[config.mk]
export PLATFORM = sky130hd
export DESIGN_NAME = fsm2_rr_scheduler
export DESIGN_NICKNAME = d
export VERILOG_FILES = /design/src/rtl/fsm2_rr_scheduler.sv
export SDC_FILE = /design/constraint.sdc
export NUM_CORES = 1
export LEC_CHECK = 0
export ABC_CLOCK_PERIOD_IN_PS = 1900
export BUFFER_PORTS_ARGS = -buffer_cell sky130_fd_sc_hd__buf_2
export CAP_MARGIN = 15
export CORE_UTILIZATION = 36
export CTS_CLUSTER_DIAMETER = 150
export DETAILED_ROUTE_END_ITERATION = 7
export PLACE_DENSITY_LB_ADDON = 0.12
export SYNTH_ARGS = -nofsm -noshare
export SYNTH_HDL_FRONTEND = slang
export SYNTH_SLANG_ARGS = --single-unit
[constraint.sdc]
create_clock -name clk -period 1.9 [get_ports clk]
set_input_delay 0 -clock clk [delete_from_list [all_inputs] [get_ports clk]]
set_output_delay 0 -clock clk [all_outputs]
set_load 0.02 [all_outputs]
[src/rtl/fsm2_rr_scheduler.sv]
// Round-robin front end that time-shares one fsm2 JK machine among N requesters.
// Each grant walks through ISSUE -> SETTLE -> ACK and returns the settled FSM output.
module fsm2_rr_scheduler #(
  parameter int N   = 4,
  parameter int IDW = 2
) (
  input  logic           clk,
  input  logic           areset,
  input  logic [N-1:0]   req,
  input  logic [2*N-1:0] cmd,
  output logic [N-1:0]   ack,
  output logic           result,
  output logic [IDW-1:0] grant_id,
  output logic           busy,
  output logic           j,
  output logic           k,
  input  logic           fsm_out
);

  typedef enum logic [1:0] {
    IDLE   = 2'd0,
    ISSUE  = 2'd1,
    SETTLE = 2'd2,
    ACK    = 2'd3
  } state_t;

  state_t         state;
  state_t         state_nx;
  logic [IDW-1:0] rr_ptr;
  logic [IDW-1:0] rr_ptr_nx;
  logic [IDW-1:0] grant_nx;
  logic [1:0]     cmd_q;
  logic [1:0]     cmd_nx;
  logic [N-1:0]   ack_nx;
  logic           result_nx;
  logic           busy_nx;
  logic           j_nx;
  logic           k_nx;

  logic           found;
  logic [IDW-1:0] pick;
  logic [IDW-1:0] idx;

  // Scan from the farthest slot back to rr_ptr+1 so the last hit is the nearest one.
  always_comb begin
    found = 1'b0;
    pick  = '0;
    idx   = '0;
    for (int i = N; i >= 1; i--) begin
      idx = IDW'((int'(rr_ptr) + i) % N);
      if (req[idx]) begin
        found = 1'b1;
        pick  = idx;
      end
    end
  end

  always_comb begin
    state_nx  = state;
    rr_ptr_nx = rr_ptr;
    grant_nx  = grant_id;
    cmd_nx    = cmd_q;
    ack_nx    = '0;
    result_nx = result;
    case (state)
      IDLE: begin
        if (found) begin
          grant_nx  = pick;
          rr_ptr_nx = pick;
          cmd_nx    = cmd[{pick, 1'b0} +: 2];
          state_nx  = ISSUE;
        end
      end
      ISSUE: begin
        state_nx = SETTLE;
      end
      SETTLE: begin
        result_nx        = fsm_out;
        ack_nx[grant_id] = 1'b1;
        state_nx         = ACK;
      end
      ACK: begin
        state_nx = IDLE;
      end
      default: begin
        state_nx = IDLE;
      end
    endcase
    // Outputs are registered, so they are derived from the state being entered.
    busy_nx = (state_nx != IDLE);
    j_nx    = (state_nx == ISSUE) && cmd_nx[0];
    k_nx    = (state_nx == ISSUE) && cmd_nx[1];
  end

  always_ff @(posedge clk) begin
    if (areset) begin
      state    <= IDLE;
      rr_ptr   <= IDW'(N - 1);
      grant_id <= '0;
      cmd_q    <= 2'b00;
      ack      <= '0;
      result   <= 1'b0;
      busy     <= 1'b0;
      j        <= 1'b0;
      k        <= 1'b0;
    end else begin
      state    <= state_nx;
      rr_ptr   <= rr_ptr_nx;
      grant_id <= grant_nx;
      cmd_q    <= cmd_nx;
      ack      <= ack_nx;
      result   <= result_nx;
      busy     <= busy_nx;
      j        <= j_nx;
      k        <= k_nx;
    end
  end

endmodule

# [After elaboration in Yosys (flattened, before gate mapping)]
# Cells that the tools add are included.
# Widths: inputs -> output; s select.
[totals] regBits=16 inputBits=15 out_inout_bits=10 wordCells=54
[op_classes] n_addsub=4 order_cmp=6 n_eq_ne=4 shift=1 muxes=22 bitwise=1 n_reduce_logical=7
[op_table] operator="$lt 2x3->1 const B" n=5
[op_table] operator="$mux 2" n=7
[op_table] operator="$mux 1" n=9
[op_table] operator="$bmux 1 s2" n=4
[op_table] operator="$pmux 2 s4" n=1
[op_table] operator="$shiftx 8x4->2" n=1
[op_table] operator="$add 2x1->2 const B" n=2
[op_table] operator="$add 2x2->2 const B" n=2
[op_table] operator="$eq 2x1->1 const B" n=2
[op_table] operator="$eq 2x2->1 const B" n=2
[op_table] operator="$logic_and 1x1->1" n=3
[op_table] operator="$demux 1 s2" n=1
[op_table] operator="$ge 2x1->1 const B" n=1
[op_table] operator="$logic_not 2->1" n=1
[op_table] operator="$reduce_and 2->1" n=1
[op_table] operator="$reduce_bool 2->1" n=1
[op_table] operator="$reduce_or 2->1" n=1
[op_table] operator="$not 1->1" n=1

# [Logic depth before layout (Yosys ltp)]
[depth] depth_word=11 depth_mapped=6 depth_no_buf=6

# [Least setup slack after synthesis]
# No wires, ideal clock.
[synth_path] path_kind="flip-flop to flip-flop" start="register rr_ptr[1]" end="register cmd_q[1]" setup_time_ns=0.124 arrival_ns=1.336 t_required_ns=1.776 slack_ns=0.439 stages_incl_launch_ff=7 path_buffers=1 period_less_slack_ns=1.461 cell_sequence="dfxtp_1 -> buf_6 -> nand2_1 -> o2bb2ai_1 -> or3b_4 -> o32ai_2 -> nor3_1"
[synth_between] elab_chain_len=10 elab_cells_between_ends=23 cone_classes="add/sub (4); shift (1); mux (18)"
[synth_lines] element="start: declaration" line="29" rtl="logic [IDW-1:0] rr_ptr;"
[synth_lines] element="start signal: assignment" line="98" rtl="rr_ptr <= IDW'(N - 1);"
[synth_lines] element="start signal: assignment" line="108" rtl="rr_ptr <= rr_ptr_nx;"
[synth_lines] element="$add 2x1->2" line="50" rtl="idx = IDW'((int'(rr_ptr) + i) % N);"
[synth_lines] element="$bmux 1 s2" line="51" rtl="if (req[idx]) begin"
[synth_lines] element="$mux 1 (not written as such)" line="51"
[synth_lines] element="$mux 2 (4 in series)" line="51"
[synth_lines] element="$shiftx 8x4->2" line="70" rtl="cmd_nx = cmd[{pick, 1'b0} +: 2];"
[synth_lines] element="$mux 2 (*)" line="67" rtl="if (found) begin"
[synth_lines] element="$mux 2 (*)" line="65" rtl="case (state)"
[synth_lines] element="end signal: assignment" line="110" rtl="cmd_q <= cmd_nx;"
[synth_lines] element="end: declaration" line="32" rtl="logic [1:0] cmd_q;"
# Mark *: on every way between the ends. The rest lies on a longest branch, timed or not. The select of a mux whose other input is x is not followed.
# A chain may end at the register's enable or synchronous reset.

# [Final worst setup path]
[layout_path] start="register rr_ptr[1]" end="register k"
[layout_between] elab_chain_len=11 elab_cells_between_ends=27 cone_classes="add/sub (4); eq/ne (1); shift (1); mux (20); reduce/logical (1)"
[layout_lines] element="$add 2x1->2" line="50"
[layout_lines] element="$bmux 1 s2" line="51"
[layout_lines] element="$mux 1 (not written as such)" line="51"
[layout_lines] element="$mux 2 or $mux 1 (tied branches) (4 in series)" line="51"
[layout_lines] element="$shiftx 8x4->2 or $mux 2 (tied branches)" line="70, 67"
[layout_lines] element="$mux 2 or $pmux 2 s4 (tied branches)" line="67, 65"
[layout_lines] element="$mux 2 or $eq 2x1->1 (tied branches)" line="65, 92"
[layout_lines] element="$logic_and 1x1->1 (*)" line="92" rtl="k_nx = (state_nx == ISSUE) && cmd_nx[1];"
[layout_lines] element="end signal: assignment" line="115" rtl="k <= k_nx;"
[layout_lines] element="end: declaration" line="16" rtl="output logic k,"
# Marked as above.

==> out/qor.json <==
{
  "result_of_the_run": "finished, final reports clean",
  "post_cts_resize_count": 0,
  "netlist.area_leader.share": 0.414,
  "cp.required_ns": 2.06,
  "synth.cell_area_sq_um": 774,
  "clock_tree_from_tritoncts": "built",
  "critPathMaxFanout": 7,
  "fp.dieArea_sq_um": 2340,
  "critical_path.top_delay_family": "simple AND/OR/NAND/NOR gates",
  "final.fill_count": 210,
  "finalWirelength_mm": 1.46,
  "post_synthesis_instance_total": 83,
  "cts_root_buf": "clkbuf_4",
  "antenna_found_initial": 0,
  "min-delay-start": "areset",
  "wl_per_cell_um": 10.8,
  "flow.area_growth_from_synthesis_pct": 21.2,
  "top_cell_types_by_occurrence_after_synthesis": "16 x dfxtp_1, 9 x nand2_1, 8 x nor2_1, 4 x nor2b_1",
  "total_leakage_power_nw": 0.438,
  "antenna_left": 0,
  "yosys.area.top_type": "dfxtp_1",
  "clkTransAtPathRegs_ns": 0.08,
  "clock_latency_ns": 0.27,
  "numClockSinks": 16,
  "postSynthNetCount": 100,
  "timing.final.crit_period_ns": 1.61,
  "synth_flop_cell": "dfxtp_1",
  "placement.io_buffers": 24,
  "cp_cell_sequence": "nand2_1, o2bb2ai_1, or3b_4, o32ai_2, nor3_1",
  "dp.final_hpwl_mm": 1.18,
  "timing.critical_path.slowest_cell_delay_ns": 0.47,
  "cts_inserted_buffers": 3,
  "die_w_um": 48.4,
  "routed-via-count": 666,
  "worstSetupStartpointType": "flip-flop",
  "clock_tree.htree_level_count": 1,
  "setup_total_negative_slack_ns": 0,
  "detailedRoute.firstIterationViolations": 6,
  "yosysMostFrequentCell": "dfxtp_1",
  "power_density_nw_per_um2": 1200,
  "syn_avg_cell_area_sq_um": 9.33,
  "critical_path_arrival_ns": 1.77,
  "detail_route.vias_per_cell": 4.90,
  "grt_pass1_wl_mm": 2.59,
  "portion_of_the_post_synthesis_area_used_by_sequential_elements": 0.414,
  "synth-seq-cells": 16,
  "nNetsFinal": 128,
  "r2r_end": "k",
  "coreArea_sq_um": 2000,
  "post-route-period-util": 0.847,
  "firstDrtPassIters": 4,
  "worst_path_max_delay_cell": "dfxtp_1",
  "max-vdd-ir-drop_mv": 0.570,
  "core.rowCount": 16,
  "fin_cells": 136,
  "worst_r2r_path_depth": 5,
  "max_freq_ghz": 0.621,
  "grt_setup_unrepaired": "false",
  "reg2reg_setup_slack_ns": 0.29,
  "fp.dieH_um": 48.4,
  "timing.rr.start": "rr_ptr[1]",
  "fin_worst_skew_ns": 0.00365,
  "placed_cells_incl_taps": 132,
  "drive_above_1_share": 0.349,
  "yosys-top-cells-area": "dfxtp_1 41%, nand2_1 4.4%, nor2_1 3.9%",
  "grt_use_total": 0.145,
  "postSynth.asyncResetShare": 0,
  "number_of_cells_on_the_worst_hold_path": 2,
  "synthesis.yosys.warnings": 0,
  "postLayoutCoreUtil": 0.469,
  "min-delay-path-class": "in -> reg",
  "cp_num_cells": 5,
  "drt_drc_violations_left": 0,
  "criticalPathCategory": "reg -> reg",
  "top_level_ports": 25,
  "slew_headroom": 0.754,
  "grt_max_degree": 10,
  "drv.max_cap_violation_count": 0,
  "endpoint_kind": "flip-flop",
  "grt_overflow": 0,
  "worstPathBufferInverterCount": 0,
  "setup_viol_count_final": 0,
  "clk_path_buf_depth": 2,
  "final_max_slew_viol_count": 0,
  "hold-path-endpoint": "grant_id[1]",
  "tightestPinTransition_ns": 0.369,
  "finalWeightedCongestion": 0.727,
  "insertedDiodeCount": 0,
  "initial_utilization": 0.387,
  "grt_pass1_vias": 613,
  "final_hold_viol_count": 0,
  "yosys.cell_types.count": 35,
  "synth_enable_flop_cells": 0
}
[cell families after synthesis]
| kind of cell | count (synthesis) | share of synthesized area |
|---|---|---|
| buffers and inverters | 5 | 0.0436 |
| flip-flops | 16 | 0.414 |
| AND/OR/NAND/NOR | 36 | 0.258 |
| adder cells (fa/ha/maj) | 2 | 0.0323 |
| AO/OA/AOI/OAI | 22 | 0.226 |
| multiplexers | 2 | 0.0258 |
[worst register-to-register path: stages, from the launching register on]
cell and delay (ns):
dfxtp_1 0.47, nand2_1 0.08, o2bb2ai_1 0.16, or3b_4 0.41, o32ai_2 0.31, nor3_1 0.08
[metrics by stage]
stage | power (mW) | area [sq um] | hold WS [ns] | setup WS (ns)
5_1_grt | 1.22 | 938 | 0.0308 | 0.137
2_1_floorplan | 0.862 | 774 | 0.147 | 0.439
3_3_place_gp | 0.968 | 906 | 0.241 | 0.343
4_1_cts | 1.14 | 938 | 0.0131 | 0.291
6_report | 1.13 | 938 | 0.0181 | 0.290
3_5_place_dp | 0.972 | 906 | 0.262 | 0.288
[state kept, by name, summed over array words and instances, names as in the netlist]
signal and flops:
ack 4, busy 1, cmd_q 2, grant_id 2, j 1, k 1, result 1, rr_ptr 2
state 2
[cells in the final DEF, fill, tap and decap left out, types with 2 or more instances in the layout]
cell	synthesis	final
buf_2	0	24
dfxtp_1	16	16
nand2_1	9	9
nor2_1	8	8
nor2b_1	4	4
inv_1	3	3
o21ai_0	3	3
clkbuf_4	0	3
mux2i_1	2	2
nand3b_1	2	2
nand3_1	2	2
a21o_1	2	2
a31oi_1	2	2
a21oi_1	2	2
a211oi_2	2	2
nor3_1	2	2
o21ai_1	2	2
ha_1	2	2
[layer usage]
layer  share of wire  GRT usage
met2            0.44      0.223
met1            0.50      0.184
met5               0          0
met3           0.051     0.0692
met4          0.0068     0.0294
[worst max-delay path by stage]
| stage | start | end | slack, ns |
|---|---|---|---|
| 2_1_floorplan | rr_ptr[1] | cmd_q[1] | 0.44 |
| 3_3_place_gp | rr_ptr[1] | cmd_q[1] | 0.34 |
| 3_5_place_dp | rr_ptr[1] | k | 0.29 |
| 4_1_cts | rr_ptr[1] | k | 0.29 |
| 5_1_grt | rr_ptr[1] | k | 0.14 |
| 6_report | rr_ptr[1] | k | 0.29 |
[cell type report]
cell class | count | area (sq um) | share of cell area
clock buffers | 3 | 22.5 | 0.0240
inverters | 3 | 11.3 | 0.0120
multi-input cells | 62 | 420 | 0.448
repair buffers | 25 | 130 | 0.139
well taps | 27 | 33.8 | 0.0360
flip-flops and latches | 16 | 320 | 0.341
[where the power goes]
part	internal [mW]	switching (mW)	total [mW]
clock	0.0734	0.0938	0.167
sequential	0.422	0.0590	0.481
combinational	0.212	0.270	0.482
[timing repair]
action	4_1_cts	5_1_grt
buffers inserted	0	0
endpoints found under the hold margin	1	0
setup endpoints to repair	0	0
hold buffers	1	0
No activity file was read; power rests on OpenSTA's default activity.
